==> src/rtl/ga_crossover_mutate.sv <==
// GA offspring generator: single-point crossover at a random cut, then per-bit mutation
// driven by one fresh LFSR byte per cycle, with valid/ready handshakes on both sides.
module ga_crossover_mutate #(
  parameter int unsigned CHROM_W = 8,
  parameter int unsigned IDX_W   = 3
) (
  input  logic               CLK,
  input  logic               RST,
  input  logic [7:0]         RAND_IN,
  input  logic               IN_VALID,
  output logic               IN_READY,
  input  logic [CHROM_W-1:0] PARENT_A,
  input  logic [CHROM_W-1:0] PARENT_B,
  input  logic [7:0]         MUT_RATE,
  output logic               OUT_VALID,
  input  logic               OUT_READY,
  output logic [CHROM_W-1:0] CHILD,
  output logic [IDX_W:0]     MUT_COUNT,
  output logic               BUSY
);

  typedef enum logic [1:0] {StIdle, StCross, StMutate, StDone} state_e;

  localparam logic [IDX_W:0]   ChromWidth = (IDX_W+1)'(CHROM_W);
  localparam logic [IDX_W-1:0] LastIdx    = IDX_W'(CHROM_W - 1);

  state_e state_q, state_d;

  logic [CHROM_W-1:0] par_a_q, par_a_d;
  logic [CHROM_W-1:0] par_b_q, par_b_d;
  logic [7:0]         rate_q, rate_d;
  logic [CHROM_W-1:0] child_q, child_d;
  logic [IDX_W:0]     mut_count_q, mut_count_d;
  logic [IDX_W-1:0]   k_q, k_d;

  logic [IDX_W:0]     cut_raw;
  logic [IDX_W:0]     cut;
  logic [CHROM_W-1:0] cross_mask;
  logic               flip;

  // A raw index of at most 2*CHROM_W-1 folds back into range with one subtract.
  assign cut_raw = {1'b0, RAND_IN[IDX_W-1:0]};
  assign cut     = (cut_raw >= ChromWidth) ? cut_raw - ChromWidth : cut_raw;
  assign flip    = (RAND_IN < rate_q);

  always_comb begin
    cross_mask = '0;
    for (int unsigned i = 0; i < CHROM_W; i++) begin
      cross_mask[i] = ((IDX_W+1)'(i) < cut);
    end
  end

  // State register
  always_ff @(posedge CLK or negedge RST) begin
    if (!RST) begin
      state_q <= StIdle;
    end else begin
      state_q <= state_d;
    end
  end

  // Next-state logic
  always_comb begin
    state_d = state_q;
    unique case (state_q)
      StIdle:   if (IN_VALID) state_d = StCross;
      StCross:  state_d = StMutate;
      StMutate: if (k_q == LastIdx) state_d = StDone;
      StDone:   if (OUT_READY) state_d = StIdle;
      default:  state_d = StIdle;
    endcase
  end

  // Output decode from registered state
  always_comb begin
    IN_READY  = (state_q == StIdle);
    OUT_VALID = (state_q == StDone);
    BUSY      = (state_q != StIdle);
  end

  assign CHILD     = child_q;
  assign MUT_COUNT = mut_count_q;

  // Datapath next-state
  always_comb begin
    par_a_d     = par_a_q;
    par_b_d     = par_b_q;
    rate_d      = rate_q;
    child_d     = child_q;
    mut_count_d = mut_count_q;
    k_d         = k_q;
    unique case (state_q)
      StIdle: begin
        if (IN_VALID) begin
          par_a_d = PARENT_A;
          par_b_d = PARENT_B;
          rate_d  = MUT_RATE;
        end
      end
      StCross: begin
        child_d     = (par_a_q & cross_mask) | (par_b_q & ~cross_mask);
        mut_count_d = '0;
        k_d         = '0;
      end
      StMutate: begin
        if (flip) begin
          child_d[k_q] = ~child_q[k_q];
          mut_count_d  = mut_count_q + (IDX_W+1)'(1);
        end
        if (k_q != LastIdx) begin
          k_d = k_q + IDX_W'(1);
        end
      end
      default: ;
    endcase
  end

  always_ff @(posedge CLK or negedge RST) begin
    if (!RST) begin
      par_a_q     <= '0;
      par_b_q     <= '0;
      rate_q      <= '0;
      child_q     <= '0;
      mut_count_q <= '0;
      k_q         <= '0;
    end else begin
      par_a_q     <= par_a_d;
      par_b_q     <= par_b_d;
      rate_q      <= rate_d;
      child_q     <= child_d;
      mut_count_q <= mut_count_d;
      k_q         <= k_d;
    end
  end

endmodule

==> config.mk <==
export PLATFORM = sky130hd
export DESIGN_NAME = ga_crossover_mutate
export DESIGN_NICKNAME = d
export VERILOG_FILES = /design/src/rtl/ga_crossover_mutate.sv
export SDC_FILE = /design/constraint.sdc
export NUM_CORES = 1
export LEC_CHECK = 0
export ABC_AREA = 1
export CAP_MARGIN = 5
export CORE_MARGIN = 5
export CORE_UTILIZATION = 40
export DETAILED_ROUTE_END_ITERATION = 6
export DONT_BUFFER_PORTS = 1
export MAX_ROUTING_LAYER = met4
export SLEW_MARGIN = 30
export SYNTH_ARGS = -nofsm -noshare
export SYNTH_HDL_FRONTEND = slang
export SYNTH_SLANG_ARGS = --single-unit
export TNS_END_PERCENT = 5
==> constraint.sdc <==
create_clock -name CLK -period 1.7 [get_ports CLK]
set_input_delay 0.255 -clock CLK [delete_from_list [all_inputs] [get_ports CLK]]
set_output_delay 0.255 -clock CLK [all_outputs]
set_load 0.01 [all_outputs]
==> impl_metrics.csv <==
group,metric,value,unit
final_layout,fin_util,46.9,%
routing,first_pass_iters,4,
yosys,avgSynthCellArea,8.16,um^2
floorplan,dieArea,7330,um^2
yosys,synthTopCellsByCount,"nand2_1, dfrtp_1, nor2_1",
routing,wl_per_cell,13.6,um
final_layout,seqCellArea,1000,um^2
placement,io_buffers,0,
setup_path,worstSetupStartpointType,"flip-flop",
routing,dr_total_vias,1823,
yosys,syn_area,2290,um^2
setup_path,crit_type,"reg2reg",
yosys,yosysUniqueCellTypes,22,
routing,wl,4.94,mm
status,outcome,"complete, no violations",
clock_tree,cts_buffers,5,
floorplan,coreArea,5540,um^2
final_layout,multi_input_area,1180,um^2
yosys,synth_top_cells_by_area,"dfrtp_1, nand2_1, ha_1",
clock_tree,cts_root_buf,"clkbuf_8",
routing,drc,0,
yosys,async_flop_share,100,%
clock_tree,cts_tree,"built",
sta,finalSetupTns,0,ns
floorplan,io_pins,51,
sta,finClkSkew,0.00378,ns
global_routing,grt_max_degree,41,
global_routing,grt_pass1_wl,8.69,mm
clock_tree,clk_latency,0.29,ns
sta,fmax,629,MHz
sta,tightest_slew,0.284,ns
clock_tree,clockBufferDepth,2,
yosys,ys.warnings.count,0,
floorplan,die_x,85.6,um
setup_path,cp.required,1.88,ns
routing,drtIter0Drc,115,
setup_path,crit_arrival,1.77,ns
sta,finalHoldViolCount,0,
pwr,ir_worst_vdd,700,uV
final_layout,fillCellCount,576,
floorplan,die_h,85.6,um
yosys,ys_seq_area_share,43.8,%
floorplan,rows,27,
yosys,ys_ff_latch,40,
global_routing,antenna_found_initial,0,
global_routing,overflow,0,
clock_tree,htree_levels,2,
clock_tree,cts_sinks,40,
setup_path,worstSetupEndpointType,"flip-flop",
yosys,synthDominantCellAreaShare,43.8,%
floorplan,initial_core_util,41.3,%
setup_path,crit_fanout,7,
yosys,synth_most_common_cell,"nand2_1",
flow_run,max_cap_violations,0,
pwr,powerDensity,1900,nW/um^2
placement,place_ws,0.0417,ns
sta,relSlewSlack,81.1,%
yosys,yosys.area.top_type,"dfrtp_1",
sta,period_share,93.5,%
final_layout,area_growth_syn_to_layout,13.6,%
yosys,synth_edf_count,0,
sta,finalSetupViolCount,0,
routing,vias_per_cell,5.02,
final_layout,fin_nets,340,
sta,setup_ws,0.110,ns
pwr,leakagePower,1.28,nW
final_layout,antenna_cells,0,
yosys,ys.flop_type,"dfrtp_1",
sta,drv_slew,0,
placement,hpwl,3.58,mm
placement,gp_congestion,0.837,
sta,layout_min_cycle_time,1.59,ns
final_layout,drive_above_1_share,18.2,%
min_path,hold_class,"in2reg",
sta,rsz0062_at_grt,"no",
yosys,syn_inst,280,
global_routing,grtUsageTotal,15.2,%
clock_tree,path_clk_slew,0.08,ns
yosys,synthesis.nets,330,
global_routing,grt_pass1_vias,1930,
routing,postRouteAntennaNets,0,
cell families (layout without fill, tap and decap cells):
logic type | Yosys count | in the layout | synth area share, %
fa+ha+maj | 14 | 14 | 7.66
mux | 12 | 12 | 5.91
simple gates | 139 | 140 | 26.6
buf+inv | 33 | 43 | 6.29
compound gates | 40 | 40 | 8.98
flops | 40 | 40 | 43.8
xor+xnor | 2 | 2 | 0.766
final cells by class:
cell class | count | area share, %
clock inverters | 2 | 1.49
repair buffers | 10 | 4.10
flip-flops and latches | 40 | 38.6
well taps | 72 | 3.47
clock buffers | 6 | 3.18
inverters | 25 | 3.61
multi-input cells | 208 | 45.5
state kept, by name (all words and copies together), names as in the netlist:
name and flops:
MUT_COUNT 4, rate_q 8, par_b_q 8, par_a_q 7, k_q 3, state_q 2, CHILD 8
through the flow:
step	power, mW	std cells	hold WS (ns)	cell area (um^2)
2_1_floorplan	3.46	280	-0.0406	2290
3_3_place_gp	3.89	351	-0.0393	2390
3_5_place_dp	3.95	351	-0.0394	2390
4_1_cts	4.82	361	0.0936	2540
5_1_grt	5.46	363	0.0885	2600
6_report	4.92	363	0.101	2600
timing repair:
| item | 4_1_cts | 5_1_grt |
|---|---|---|
| setup endpoints to repair | 0 | 14 |
| buffers inserted | 0 | 1 |
| resized for setup | 0 | 10 |
| hold buffers | 2 | 0 |
| hold endpoints to repair | 40 | 0 |
where the power goes:
part           leakage (nW)  internal (mW)  switching (mW)  total (mW)
Clock                0.0614          0.480           0.358       0.838
Sequential            0.475           1.40           0.340        1.74
Combinational         0.741          0.950            1.39        2.34
Total                  1.28           2.83            2.09        4.92
critical path, stage by stage (launching register included):
cell and delay (ns):
dfrtp_1 0.37, inv_1 0.07, ha_1 0.23, a21oi_1 0.12, o21ai_1 0.10, nor2_2 0.18
nand2_4 0.12, buf_6 0.15, nand3_1 0.05, o21ai_0 0.08
cells in the final DEF (no fill, tap or decap), drive strengths merged:
cell and instances:
clkbuf 6, xnor2 1, mux2 12, buf 9, dfrtp 40, nand3 21, a21oi 19, nor3 4
bufinv 1, xor2 1, o21ai 19, ha 14, inv 25, nor2 26, or2 3, clkinv 1
nand2 86, dlygate4sd3 1, o211ai 2
final timing paths:
path                                             start  slack, ns                  endpoint  cells past startpoint
worst max-delay path             rate_q[7]$_DFFE_PN0P_       0.11  MUT_COUNT[2]$_DFFE_PN0P_                      9
worst min register to register  par_b_q[0]$_DFFE_PN0P_       0.50    par_b_q[0]$_DFFE_PN0P_                      1
max in group asynchronous                          RST       1.07        k_q[0]$_DFFE_PN0P_                      2
worst min-delay path                       PARENT_A[2]       0.10    par_a_q[2]$_DFFE_PN0P_                      1
worst max register to register   rate_q[7]$_DFFE_PN0P_       0.11  MUT_COUNT[2]$_DFFE_PN0P_                      9
min in group asynchronous                          RST       0.43  MUT_COUNT[2]$_DFFE_PN0P_                      2
layer usage:
| layer | GRT usage (%) | vias up | wire length (um) |
|---|---|---|---|
| met4 | 5.32 | 0 | 116 |
| li1 | - | 930 | - |
| met3 | 3.55 | 9 | 285 |
| met1 | 18.6 | 825 | 2200 |
| met2 | 24.6 | 59 | 2330 |
| met5 | - | - | 0 |
(Power assumes the default switching activity.)
==> patch 1: new RTL, same settings <==
Reset style: synchronous (`RST`), changed in 2 clocked blocks.
--- a/src/rtl/ga_crossover_mutate.sv
+++ b/src/rtl/ga_crossover_mutate.sv
@@ -51,7 +51,7 @@
   end
 
   // State register
-  always_ff @(posedge CLK or negedge RST) begin
+  always_ff @(posedge CLK) begin
     if (!RST) begin
       state_q <= StIdle;
     end else begin
@@ -115,7 +115,7 @@
     endcase
   end
 
-  always_ff @(posedge CLK or negedge RST) begin
+  always_ff @(posedge CLK) begin
     if (!RST) begin
       par_a_q     <= '0;
       par_b_q     <= '0;
Formal check against the unedited RTL: differs if RST is asserted again (counterexample within 4 cycles, from zero or initial values and one cycle with RST low); with RST held inactive, the same outputs for 10 cycles.
==> patch 1 against the original RTL <==
  * Sequential power down 18%
  * Worst setup slack improved by 0.050 ns
  * Total power decreased by 23%
  * Area after synthesis is 4.2% lower
  * Hold slack worse by 0.026 ns
  * Synthesized cell count is 16% higher
  * Design area down 5.6%
  * Final cell count is 11% higher
  * Routed wire length decreased by 2.6%
  * Sequential cell count unchanged
==> patch 1: results (changes against the original RTL) <==
----------------------------------------------------
[Synthesis]
  Largest cells by area after synthesis ... sky130_fd_sc_hd__dfxtp_1 37%, sky130_fd_sc_hd__nand2_1 11%, sky130_fd_sc_hd__o21ai_0 9.6%
  Distinct cell type count of the synthesized netlist ... 23 (+4.5%)
  Synthesized net count ... 375 (+14%)
  Synth top cells by count ... 66 x sky130_fd_sc_hd__nand2_1, 42 x sky130_fd_sc_hd__nor2_1, 42 x sky130_fd_sc_hd__o21ai_0

[STA]
  Relative slew slack ... 0.761 (-0.0492)
  Worst clock skew on the final layout ... 0.00683 ns (+0.00305 ns)

[Placement]
  Worst slack after detailed placement ... 0.0213 ns (-0.0204 ns)
  Routability congestion estimate from global placement ... 0.794 (-5.1%)
  Post-DP Area ... 2310 µm² (-3.3%)
  Hpwl dp ... 3680 µm (+3.0%)

[GRT]
  Combined global-route utilization of all metal layers ... 0.146 (-0.00579)
  Global-route track usage on met3 ... 0.0464 (+0.0109)
  Met2 Usage GRT ... 0.238 (-0.00858)
  Global-route wire length before repair ... 8380 µm (-3.6%)
  GRT met1 Usage ... 0.175 (-0.0105)
  Pin count of the biggest net entering global routing ... 38 (-7.3%)

[Routing]
  Routed vias/inst ... 4.80 (-4.4%)
  Number of detailed-route iterations in the first pass ... 6 (+2)
  Wire length reported by the detailed router ... 4810 µm (-2.6%)
  Detailed router's first-iteration violation count ... 129 (+12%)

[Critical path]
  Maximum cell stage delay along the critical path ... 0.32 ns (-0.05 ns)
  Register-to-register setup slack ... 0.16 ns (+0.05 ns)
  Arrival time at the worst endpoint ... 1.74 ns (-0.03 ns)
  Crit-path leading delay family ... simple AND/OR/NAND/NOR gates
  Crit Reg-Reg Startpoint ... rate_q[5]$_SDFFE_PN0P_

[Min path]
  Destination of the worst hold path ... CHILD[2]$_SDFFE_PN0P_
  Min-delay src ... RST
  Hold path cells ... 2 (+1)

[Pwr]
  Leakage ... 0.00105 µW (-18%)

[Outcome]
  Status ... complete, no violations

[Clocking]
  Number of hold buffers added after CTS ... 0 (-2)

[Final layout]
  Layout cell share with drive strength beyond 1 ... 0.121 (-0.0613)

----------------------------------------------------
## patch 1: changes by cell type after synthesis, moves of 8 or more
| cell | change |
|---|---|
| sky130_fd_sc_hd__nor2_1 | +20 |
| sky130_fd_sc_hd__dfrtp_1 | -40 |
| sky130_fd_sc_hd__dfxtp_1 | +40 |
| sky130_fd_sc_hd__mux2_2 | -12 |
| sky130_fd_sc_hd__a21oi_1 | +9 |
| sky130_fd_sc_hd__nand2_1 | -12 |
| sky130_fd_sc_hd__inv_1 | +19 |
| sky130_fd_sc_hd__nand3_1 | -14 |
| sky130_fd_sc_hd__or2_2 | +8 |
| sky130_fd_sc_hd__o21ai_0 | +28 |
## patch 1: cell families after synthesis
logic type	after synthesis	share of synthesized area
AO/OA/AOI/OAI	75	0.178
XOR/XNOR	1	0.00400
adder cells (fa/ha/maj)	14	0.0800
buffers and inverters	52	0.0948
flip-flops	40	0.366
AND/OR/NAND/NOR	143	0.278
## patch 1: worst max path at each step
stage,from,endpoint,slack [ns],cells after the start
floorplan,state_q[0]$_SDFFE_PN0P_,CHILD[2]$_SDFFE_PN0P_,0.16,12
global placement,rate_q[5]$_SDFFE_PN0P_,CHILD[0]$_SDFFE_PN0P_,0.04,10
detailed placement,rate_q[5]$_SDFFE_PN0P_,CHILD[0]$_SDFFE_PN0P_,0.02,10
CTS,rate_q[5]$_SDFFE_PN0P_,CHILD[0]$_SDFFE_PN0P_,0.01,10
global route,rate_q[5]$_SDFFE_PN0P_,CHILD[0]$_SDFFE_PN0P_,0.009,10
finish,rate_q[5]$_SDFFE_PN0P_,CHILD[0]$_SDFFE_PN0P_,0.16,10
## patch 1: final cells by class
type | instances | area (µm²)
Fill cell | 584 | 2960
Sequential cell | 40 | 801
Tap cell | 72 | 90.1
Timing Repair Buffer | 10 | 87.6
Clock buffer | 5 | 68.8
Inverter | 40 | 150
Clock inverter | 3 | 42.5
Multi-Input combinational cell | 233 | 1210
## patch 1: layer usage
layer,wire length [µm],vias up,share of wire
met5,0,-,0
met4,36,0,0.0075
met3,255,4,0.053
met2,2270,34,0.47
met1,2250,842,0.47
li1,-,1054,-
## patch 1: per-stage QoR
| step | std cells | hold slack (ns) | util |
|---|---|---|---|
| 2_1_floorplan | 325 | 0.393 | - |
| 3_3_place_gp | 395 | 0.381 | 0.428 |
| 3_5_place_dp | 395 | 0.385 | 0.428 |
| 4_1_cts | 403 | 0.0588 | 0.448 |
| 5_1_grt | 403 | 0.0599 | 0.453 |
| 6_report | 403 | 0.0745 | 0.453 |
## patch 1: power by group
| part | leakage [µW] | switching, µW | internal (µW) |
|---|---|---|---|
| Sequential | 0.000329 | 198 | 1220 |
| Combinational | 0.000670 | 992 | 601 |
| Clock | 0.0000541 | 354 | 435 |
==> patch 2: new RTL, same flow settings <==
Without the edit above. Change the parameter `IDX_W` from 3 to 2.
--- a/src/rtl/ga_crossover_mutate.sv
+++ b/src/rtl/ga_crossover_mutate.sv
@@ -2,7 +2,7 @@
 // driven by one fresh LFSR byte per cycle, with valid/ready handshakes on both sides.
 module ga_crossover_mutate #(
   parameter int unsigned CHROM_W = 8,
-  parameter int unsigned IDX_W   = 3
+  parameter int unsigned IDX_W   = 2
 ) (
   input  logic               CLK,
   input  logic               RST,
Interface: changed (resized MUT_COUNT); port bits go from 51 to 50. No check against the original RTL was run, so the function may have changed too.
==> patch 2 against the original RTL <==
  * Via count shrank 31%
  * Area after synthesis decreased by 20%
  * Routed wire length shrank 27%
  * Final cell count fell by 30%
  * Total power down 23%
  * Worst setup slack gained 0.083 ns
  * Design area decreased by 22%
  * Sequential cell count is 6 lower
==> patch 2: results (changes against the original RTL) <==
----------------------------------------------------
[Synthesis]
  Syn_area_per_cell ... 9.48 µm² (+16%)
  Xor/xnor share of the synthesized area ... 0.00481 (-0.00285)
  Distinct cell type count of the synthesized netlist ... 26 (+18%)
  Multiplexer fraction of the synthesized cell area ... 0.0736 (+0.0145)
  Synth top cells by count ... 34 x sky130_fd_sc_hd__dfrtp_1, 32 x sky130_fd_sc_hd__nand2_1, 20 x sky130_fd_sc_hd__inv_1
  Fraction of the mapped netlist area in adder cells ... 0.110 (+0.0334)
  Fraction of the mapped netlist area in compound gates ... 0.0887 (-0.00104)

[Final layout]
  Final-stage net count ... 254 (-25%)
  Layout cell share with drive strength beyond 1 ... 0.187 (+0.00506)
  Filler cells ... 440 (-24%)

[Placement]
  Hpwl dp ... 2680 µm (-25%)
  Routability congestion estimate from global placement ... 0.817 (-2.4%)
  Worst slack after detailed placement ... 0.139 ns (+0.0970 ns)

[STA]
  Least-Margin Pin Slew ... 0.284 ns (-0.000607 ns)
  Worst clock skew on the final layout ... 0.00221 ns (-0.00157 ns)

[Critical path]
  Crit-path leading delay family ... simple AND/OR/NAND/NOR gates
  Arrival time at the worst endpoint ... 1.68 ns (-0.09 ns)
  Largest fanout on the critical path ... 8 (+1)

[GRT]
  Pin count of the biggest net entering global routing ... 35 (-15%)
  Combined global-route utilization of all metal layers ... 0.132 (-0.0197)

[Outcome]
  Status ... complete, no violations

[Routing]
  Mean routed wirelength per cell ... 14.1 µm (+3.3%)
  Routed vias/inst ... 4.91 (-2.3%)
  Detailed router's first-iteration violation count ... 99 (-14%)

[Pwr]
  Switching pwr ... 1540 µW (-26%)

----------------------------------------------------
[patch 2: stage by stage]
stage | power [µW] | area (µm²) | hold slack, ns
floorplan | 2790 | 1820 | -0.0406
global placement | 3140 | 1910 | -0.0396
detailed placement | 3190 | 1910 | -0.0396
CTS | 3850 | 2030 | 0.109
global route | 4210 | 2030 | 0.105
finish | 3810 | 2030 | 0.122
[patch 2: cell families (layout without fill, tap and decap cells)]
kind of cell | after synthesis | count (layout)
adders and majority gates | 16 | 16
buffers and inverters | 27 | 38
and+or+nand+nor | 72 | 72
AOI/OAI and AO/OA | 30 | 30
xor gates and xnor gates | 1 | 1
muxes | 12 | 12
DFF | 34 | 34
[patch 2: timing repair]
| item | CTS | global route |
|---|---|---|
| hold endpoints to repair | 34 | 0 |
| hold buffers | 2 | 0 |
| endpoints found under the setup margin | 0 | 5 |
| gates resized for setup | 0 | 2 |
| buffers inserted | 0 | 0 |
[patch 2: routing by layer]
metal,global-route usage,part of all wire,vias to the layer above
met4,0.0464,0.011,0
met5,-,0,-
met2,0.189,0.46,29
met1,0.172,0.46,572
li1,-,-,648
met3,0.0509,0.065,2
[patch 2: worst paths after layout]
path | slack (ns) | cells after the start | endpoint
setup / recovery | 0.19 | 10 | CHILD[2]$_DFFE_PN0P_
hold / removal | 0.12 | 1 | rate_q[0]$_DFFE_PN0P_
setup reg to reg | 0.19 | 10 | CHILD[2]$_DFFE_PN0P_
hold reg to reg | 0.50 | 1 | par_b_q[1]$_DFFE_PN0P_
max in group asynchronous | 1.10 | 2 | rate_q[4]$_DFFE_PN0P_
min in group asynchronous | 0.42 | 2 | state_q[0]$_DFFE_PN0P_
[patch 2: worst register-to-register path: stages (launching register included)]
cell and delay [ns]:
sky130_fd_sc_hd__dfrtp_1 0.36, sky130_fd_sc_hd__inv_1 0.07, sky130_fd_sc_hd__ha_1 0.24, sky130_fd_sc_hd__a21oi_1 0.17
sky130_fd_sc_hd__o21ai_2 0.11, sky130_fd_sc_hd__nor2_8 0.11, sky130_fd_sc_hd__nand2_4 0.08, sky130_fd_sc_hd__nand2_4 0.10
sky130_fd_sc_hd__nand2_1 0.06, sky130_fd_sc_hd__nand2_1 0.05, sky130_fd_sc_hd__nand2_1 0.05
[patch 2: area by class of cell]
cell class	instances	area share
clock buffer	7	0.0424
multi-input combinational	131	0.423
sequential	34	0.418
clock inverter	1	0.00246
timing repair buffer	7	0.0394
inverter	23	0.0424
tap	52	0.0320
[patch 2: power groups by stage]
stage	Clock (µW)	Sequential, µW	Combinational [µW]
3_5_place_dp	0	1510	1680
4_1_cts	644	1490	1720
5_1_grt	671	1540	2000
2_1_floorplan	0	1430	1360
6_report	607	1480	1720
3_3_place_gp	0	1490	1650
